[src/rtl/adc_sample_conditioner.sv]
// ADC sample conditioner: zero-offset removal, power-of-two moving average,
// over-current flag and a zero-offset calibration state machine.
module adc_sample_conditioner #(
  parameter int                 AVG_SHIFT = 2,
  parameter int                 CAL_SHIFT = 8,
  parameter logic signed [16:0] OC_LIMIT  = 17'sd60
) (
  input  logic               clk,
  input  logic               rst,
  input  logic               adc_valid,
  input  logic signed [15:0] adc_cur_raw,
  input  logic signed [15:0] adc_vol_raw,
  input  logic               is_machine_start,
  input  logic               cal_start,
  output logic signed [16:0] sample_current,
  output logic signed [16:0] sample_voltage,
  output logic               sample_valid,
  output logic               over_current,
  output logic signed [15:0] offset_cur,
  output logic signed [15:0] offset_vol,
  output logic               cal_busy,
  output logic               cal_done,
  output logic               cal_abort
);

  localparam int SW = 17 + AVG_SHIFT;
  localparam int PW = (AVG_SHIFT > 0) ? AVG_SHIFT : 1;
  localparam int RN = 1 << PW;
  localparam int AW = 16 + CAL_SHIFT;

  typedef enum logic [1:0] {
    S_IDLE,
    S_ACCUM,
    S_COMMIT
  } state_t;

  state_t                 r_state;
  logic signed [AW-1:0]   r_acc_cur;
  logic signed [AW-1:0]   r_acc_vol;
  logic [CAL_SHIFT-1:0]   r_cnt;

  logic                   r_s1_valid;
  logic signed [16:0]     r_diff_cur;
  logic signed [16:0]     r_diff_vol;

  logic signed [16:0]     r_ring_cur [RN];
  logic signed [16:0]     r_ring_vol [RN];
  logic signed [SW-1:0]   r_sum_cur;
  logic signed [SW-1:0]   r_sum_vol;
  logic [PW-1:0]          r_wptr;

  logic                   w_flush;
  logic signed [SW-1:0]   w_sum_cur_nxt;
  logic signed [SW-1:0]   w_sum_vol_nxt;
  logic signed [16:0]     w_avg_cur;
  logic signed [16:0]     w_avg_vol;
  logic [PW-1:0]          w_wptr_nxt;

  assign w_flush = (r_state == S_COMMIT);

  // With W=1 the single ring slot always equals the running sum, so the
  // update degenerates to sum = diff and the filter is bypassed.
  assign w_sum_cur_nxt = r_sum_cur + SW'(r_diff_cur)
                       - SW'(r_ring_cur[r_wptr]);
  assign w_sum_vol_nxt = r_sum_vol + SW'(r_diff_vol)
                       - SW'(r_ring_vol[r_wptr]);

  assign w_avg_cur = 17'(w_sum_cur_nxt >>> AVG_SHIFT);
  assign w_avg_vol = 17'(w_sum_vol_nxt >>> AVG_SHIFT);

  assign w_wptr_nxt = (AVG_SHIFT == 0) ? '0 : r_wptr + PW'(1);

  always_ff @(posedge clk or posedge rst) begin
    if (rst) begin
      r_s1_valid <= 1'b0;
      r_diff_cur <= '0;
      r_diff_vol <= '0;
    end else begin
      r_s1_valid <= adc_valid;
      if (adc_valid) begin
        r_diff_cur <= 17'(adc_cur_raw) - 17'(offset_cur);
        r_diff_vol <= 17'(adc_vol_raw) - 17'(offset_vol);
      end
    end
  end

  always_ff @(posedge clk or posedge rst) begin
    if (rst) begin
      for (int k = 0; k < RN; k++) begin
        r_ring_cur[k] <= '0;
        r_ring_vol[k] <= '0;
      end
      r_sum_cur      <= '0;
      r_sum_vol      <= '0;
      r_wptr         <= '0;
      sample_current <= '0;
      sample_voltage <= '0;
      sample_valid   <= 1'b0;
      over_current   <= 1'b0;
    end else if (w_flush) begin
      for (int k = 0; k < RN; k++) begin
        r_ring_cur[k] <= '0;
        r_ring_vol[k] <= '0;
      end
      r_sum_cur    <= '0;
      r_sum_vol    <= '0;
      r_wptr       <= '0;
      sample_valid <= 1'b0;
    end else if (r_s1_valid) begin
      r_ring_cur[r_wptr] <= r_diff_cur;
      r_ring_vol[r_wptr] <= r_diff_vol;
      r_sum_cur      <= w_sum_cur_nxt;
      r_sum_vol      <= w_sum_vol_nxt;
      r_wptr         <= w_wptr_nxt;
      sample_current <= w_avg_cur;
      sample_voltage <= w_avg_vol;
      sample_valid   <= 1'b1;
      over_current   <= (w_avg_cur > OC_LIMIT);
    end else begin
      sample_valid <= 1'b0;
    end
  end

  // Calibration averages raw codes, so the result is independent of the
  // offsets currently in use by the datapath.
  always_ff @(posedge clk or posedge rst) begin
    if (rst) begin
      r_state    <= S_IDLE;
      r_acc_cur  <= '0;
      r_acc_vol  <= '0;
      r_cnt      <= '0;
      offset_cur <= '0;
      offset_vol <= '0;
      cal_busy   <= 1'b0;
      cal_done   <= 1'b0;
      cal_abort  <= 1'b0;
    end else begin
      cal_done  <= 1'b0;
      cal_abort <= 1'b0;
      unique case (r_state)
        S_IDLE: begin
          if (cal_start && !is_machine_start) begin
            r_state   <= S_ACCUM;
            r_acc_cur <= '0;
            r_acc_vol <= '0;
            r_cnt     <= '0;
            cal_busy  <= 1'b1;
          end
        end
        S_ACCUM: begin
          if (is_machine_start) begin
            r_state   <= S_IDLE;
            cal_busy  <= 1'b0;
            cal_abort <= 1'b1;
          end else if (adc_valid) begin
            r_acc_cur <= r_acc_cur + AW'(adc_cur_raw);
            r_acc_vol <= r_acc_vol + AW'(adc_vol_raw);
            r_cnt     <= r_cnt + CAL_SHIFT'(1);
            if (r_cnt == '1) begin
              r_state <= S_COMMIT;
            end
          end
        end
        S_COMMIT: begin
          offset_cur <= 16'(r_acc_cur >>> CAL_SHIFT);
          offset_vol <= 16'(r_acc_vol >>> CAL_SHIFT);
          cal_busy   <= 1'b0;
          cal_done   <= 1'b1;
          r_state    <= S_IDLE;
        end
        default: begin
          r_state  <= S_IDLE;
          cal_busy <= 1'b0;
        end
      endcase
    end
  end

endmodule

[config.mk]
export PLATFORM = sky130hd
export DESIGN_NAME = adc_sample_conditioner
export DESIGN_NICKNAME = d
export VERILOG_FILES = /design/src/rtl/adc_sample_conditioner.sv
export SDC_FILE = /design/constraint.sdc
export NUM_CORES = 1
export LEC_CHECK = 0
export CAP_MARGIN = 20
export CELL_PAD_IN_SITES_DETAIL_PLACEMENT = 2
export CELL_PAD_IN_SITES_GLOBAL_PLACEMENT = 2
export CORE_MARGIN = 2
export CORE_UTILIZATION = 40
export CTS_BUF_LIST = sky130_fd_sc_hd__clkbuf_4 sky130_fd_sc_hd__clkbuf_8 sky130_fd_sc_hd__clkbuf_16
export CTS_CLUSTER_DIAMETER = 40
export DETAILED_ROUTE_END_ITERATION = 8
export GPL_TIMING_DRIVEN = 0
export HOLD_SLACK_MARGIN = 0.02
export PLACE_DENSITY = 0.89
export SKIP_CTS_REPAIR_TIMING = 1
export SLEW_MARGIN = 30
export SYNTH_ARGS = -nofsm -noshare
export SYNTH_HDL_FRONTEND = slang
export SYNTH_SLANG_ARGS = --single-unit
[constraint.sdc]
create_clock -name clk -period 14.8 [get_ports clk]
set_input_delay 1.48 -clock clk [delete_from_list [all_inputs] [get_ports clk]]
set_output_delay 1.48 -clock clk [all_outputs]
set_load 0.1 [all_outputs]
==> reports/results.tsv <==
stage	metric	value	unit
outcome	outcome	complete, no violations	
final_layout	layout cells sized above 1	8.55	%
timing	Final Hold Fails	0	
drt	DRC violation count after routing	0	
global_route	Total GRT Usage	34.4	%
drt	TritonRoute pass-1 iters	5	
die	row count	81	
die	die area	51000	µm²
global_route	number of global-route vias before repair	20200	
drt	vias	17600	
timing	RSZ-0062 raised after global routing	false	
cts	H-tree levels	3	
setup_path	critical path's largest stage delay	0.62	ns
global_route	grt ovf	0	
yosys	synthesized area	19700	µm²
cts	CTS root buffer	clkbuf_16	
yosys	post-synthesis cell count	1941	
placement	DP HPWL	52.7	mm
final_layout	Finished Layout Cells	2840	
setup_path	crit path cell chain	clkbuf_1, clkbuf_2, mux4_2, fa_1, inv_1, ha_1, or3_4, a31o_1, o21a_1, xnor2_1, o311ai_0, nor4_1, nand3_1, o41a_1	
yosys	syn avg cell area	10.1	µm²
yosys	Post-synth top flop	dfrtp_1	
timing	endpoints failing setup	0	
die	Ports	108	
setup_path	Worst Setup End Kind	flip-flop	
cts	CTS tree	done	
yosys	#FFs+latches synth	340	
die	core area	48700	µm²
yosys	post-synthesis async set-or-reset flop share	100	%
yosys	number of flops mapped to enable cells by yosys	0	
drt	final WL	85.9	mm
yosys	Mapped Nets	2141	
drt	Vias/cell	6.19	
final_layout	filler cell count	4962	
setup_path	Arrival @ worst endpoint	6.01	ns
setup_path	crit path buf inv count	3	
drt	Post-DRT Antenna Nets	0	
yosys	Synth area leader	dfrtp_1	
yosys	top cells by area, synth	dfrtp_1, ha_1, a22o_1, nand2_1, fa_1	
cts	Clock Latency Late Sink	0.62	ns
timing	Slew headroom	31.3	%
setup_path	Worst path slowest cell	clkbuf_1	
drt	drt initial violations	1368	
timing	hold slack	0.474	ns
timing	achievable frequency	0.181	GHz
timing	fin. max-slew vios	0	
placement	I/O Buffers	107	
timing	final period utilization	37.4	%
placement	dpl cells	2716	
yosys	Synth top cells by count	dfrtp_1, nand2_1, inv_1	
timing	Worst-Margin Slew	1.03	ns
final_layout	synthesis-to-layout area growth	21.8	%
cts	Worst-path clk slew	0.05	ns
yosys	synth warn	0	
timing	Final Critical Period	5.53	ns
die	chip height	226	µm
yosys	post-synthesis sequential area ratio	43.3	%
die	initial core utilization	40.3	%
placement	Final GP Congestion	0.861	
cts	clk sinks	340	
cts	Num CTS Buffers	67	
yosys	most frequent cell after synthesis	dfrtp_1	
timing	Worst Skew	0.0254	ns
setup_path	Worst Path Required	15.28	ns
global_route	largest net degree at the start of global routing	92	
drt	WL/cell	30.2	µm
final_layout	nets	2321	
setup_path	CP Class	reg2reg	
global_route	initial antenna violation count	1	
die	Die Wd	226	µm
yosys	Yosys cell types	77	
job	max-cap violations	0	
worst_hold_path	Worst Hold Class	reg2reg	
setup_path	Startpoint Class	flip-flop	
global_route	first-pass GRT wire length	131	mm
timing	Setup TNS	0	ns
yosys	share of the synthesized area in the top cell type	43.3	%
setup_path	delay-heaviest family, CP	buffers and inverters	
cts	deepest clock path buffer count	3	
setup_path	crit path max fanout	10	
==> routing by layer <==
metal	wire, µm	global-route usage [%]
met4	5130	20.5
met5	10	0
met2	43700	60.5
met1	31700	38.5
met3	5260	7.17
==> worst paths after layout <==
path | start | to | slack (ns) | depth (start not counted)
min | sample_current[2] | sample_current[2] | 0.47 | 2
max | r_wptr[0] | over_current | 9.27 | 14
max reg2reg | r_wptr[0] | over_current | 9.27 | 14
min in group asynchronous | rst | r_acc_cur[13] | 1.32 | 2
max in group asynchronous | rst | sample_voltage[1] | 11.97 | 5
min reg2reg | sample_current[2] | sample_current[2] | 0.47 | 2
==> registers in the layout, summed over array words and instances (netlist names), 8 cells and up <==
name	count
r_ring_cur	68
offset_cur	16
r_ring_vol	68
r_sum_cur	19
r_sum_vol	19
offset_vol	16
r_cnt	8
r_acc_cur	24
r_diff_cur	17
sample_current	17
r_acc_vol	24
sample_voltage	17
r_diff_vol	17
==> cell type report <==
| type | count | area, µm² | share of cell area [%] |
|---|---|---|---|
| multi-input cells | 1309 | 10100 | 42.0 |
| flip-flops and latches | 340 | 8510 | 35.5 |
| clock buffers | 80 | 1820 | 7.58 |
| repair buffers | 111 | 1180 | 4.93 |
| well taps | 664 | 831 | 3.47 |
| inverters | 213 | 807 | 3.37 |
| clock inverters | 43 | 439 | 1.83 |
| plain buffers | 79 | 300 | 1.25 |
| diodes | 1 | 2.50 | 0.0104 |
==> cell usage in the layout, fill, tap and decap left out, drive strengths merged, types with 35 or more instances in the layout <==
cell	n
dfrtp	340
inv	228
nand2	215
clkbuf	153
a22o	144
o21ai	134
ha	123
nor2	111
clkdlybuf4s50	107
a21oi	83
xnor2	70
fa	40
mux2i	35
==> tightest hold or removal path, delay by kind of cell (launching register included) <==
family           cells  cell delay, ns
flip-flops           1            0.33
AND/OR/NAND/NOR      2            0.11
==> through the flow <==
| stage | instance area, µm² | util [%] | worst slack (ns) |
|---|---|---|---|
| 2_1_floorplan | 19700 | - | 3.90 |
| 3_3_place_gp | 21600 | 44.2 | -0.474 |
| 3_5_place_dp | 21700 | 44.5 | 9.18 |
| 4_1_cts | 23900 | 49.1 | 8.99 |
| 5_1_grt | 24000 | 49.1 | 9.06 |
| 6_report | 24000 | 49.1 | 9.27 |
==> cell families (layout without fill, tap and decap cells) <==
| group | Yosys count | in the layout | synth area share [%] |
|---|---|---|---|
| mux | 72 | 72 | 5.85 |
| other cells | 0 | 1 | 0 |
| flops | 340 | 340 | 43.3 |
| buf+inv | 292 | 526 | 5.57 |
| compound gates | 534 | 534 | 19.2 |
| xor+xnor | 92 | 92 | 4.10 |
| fa+ha+maj | 163 | 163 | 11.9 |
| simple gates | 448 | 448 | 10.1 |
Power is not shown: default switching activity piles up to over one toggle a cycle in this logic, so the estimate is an artifact.
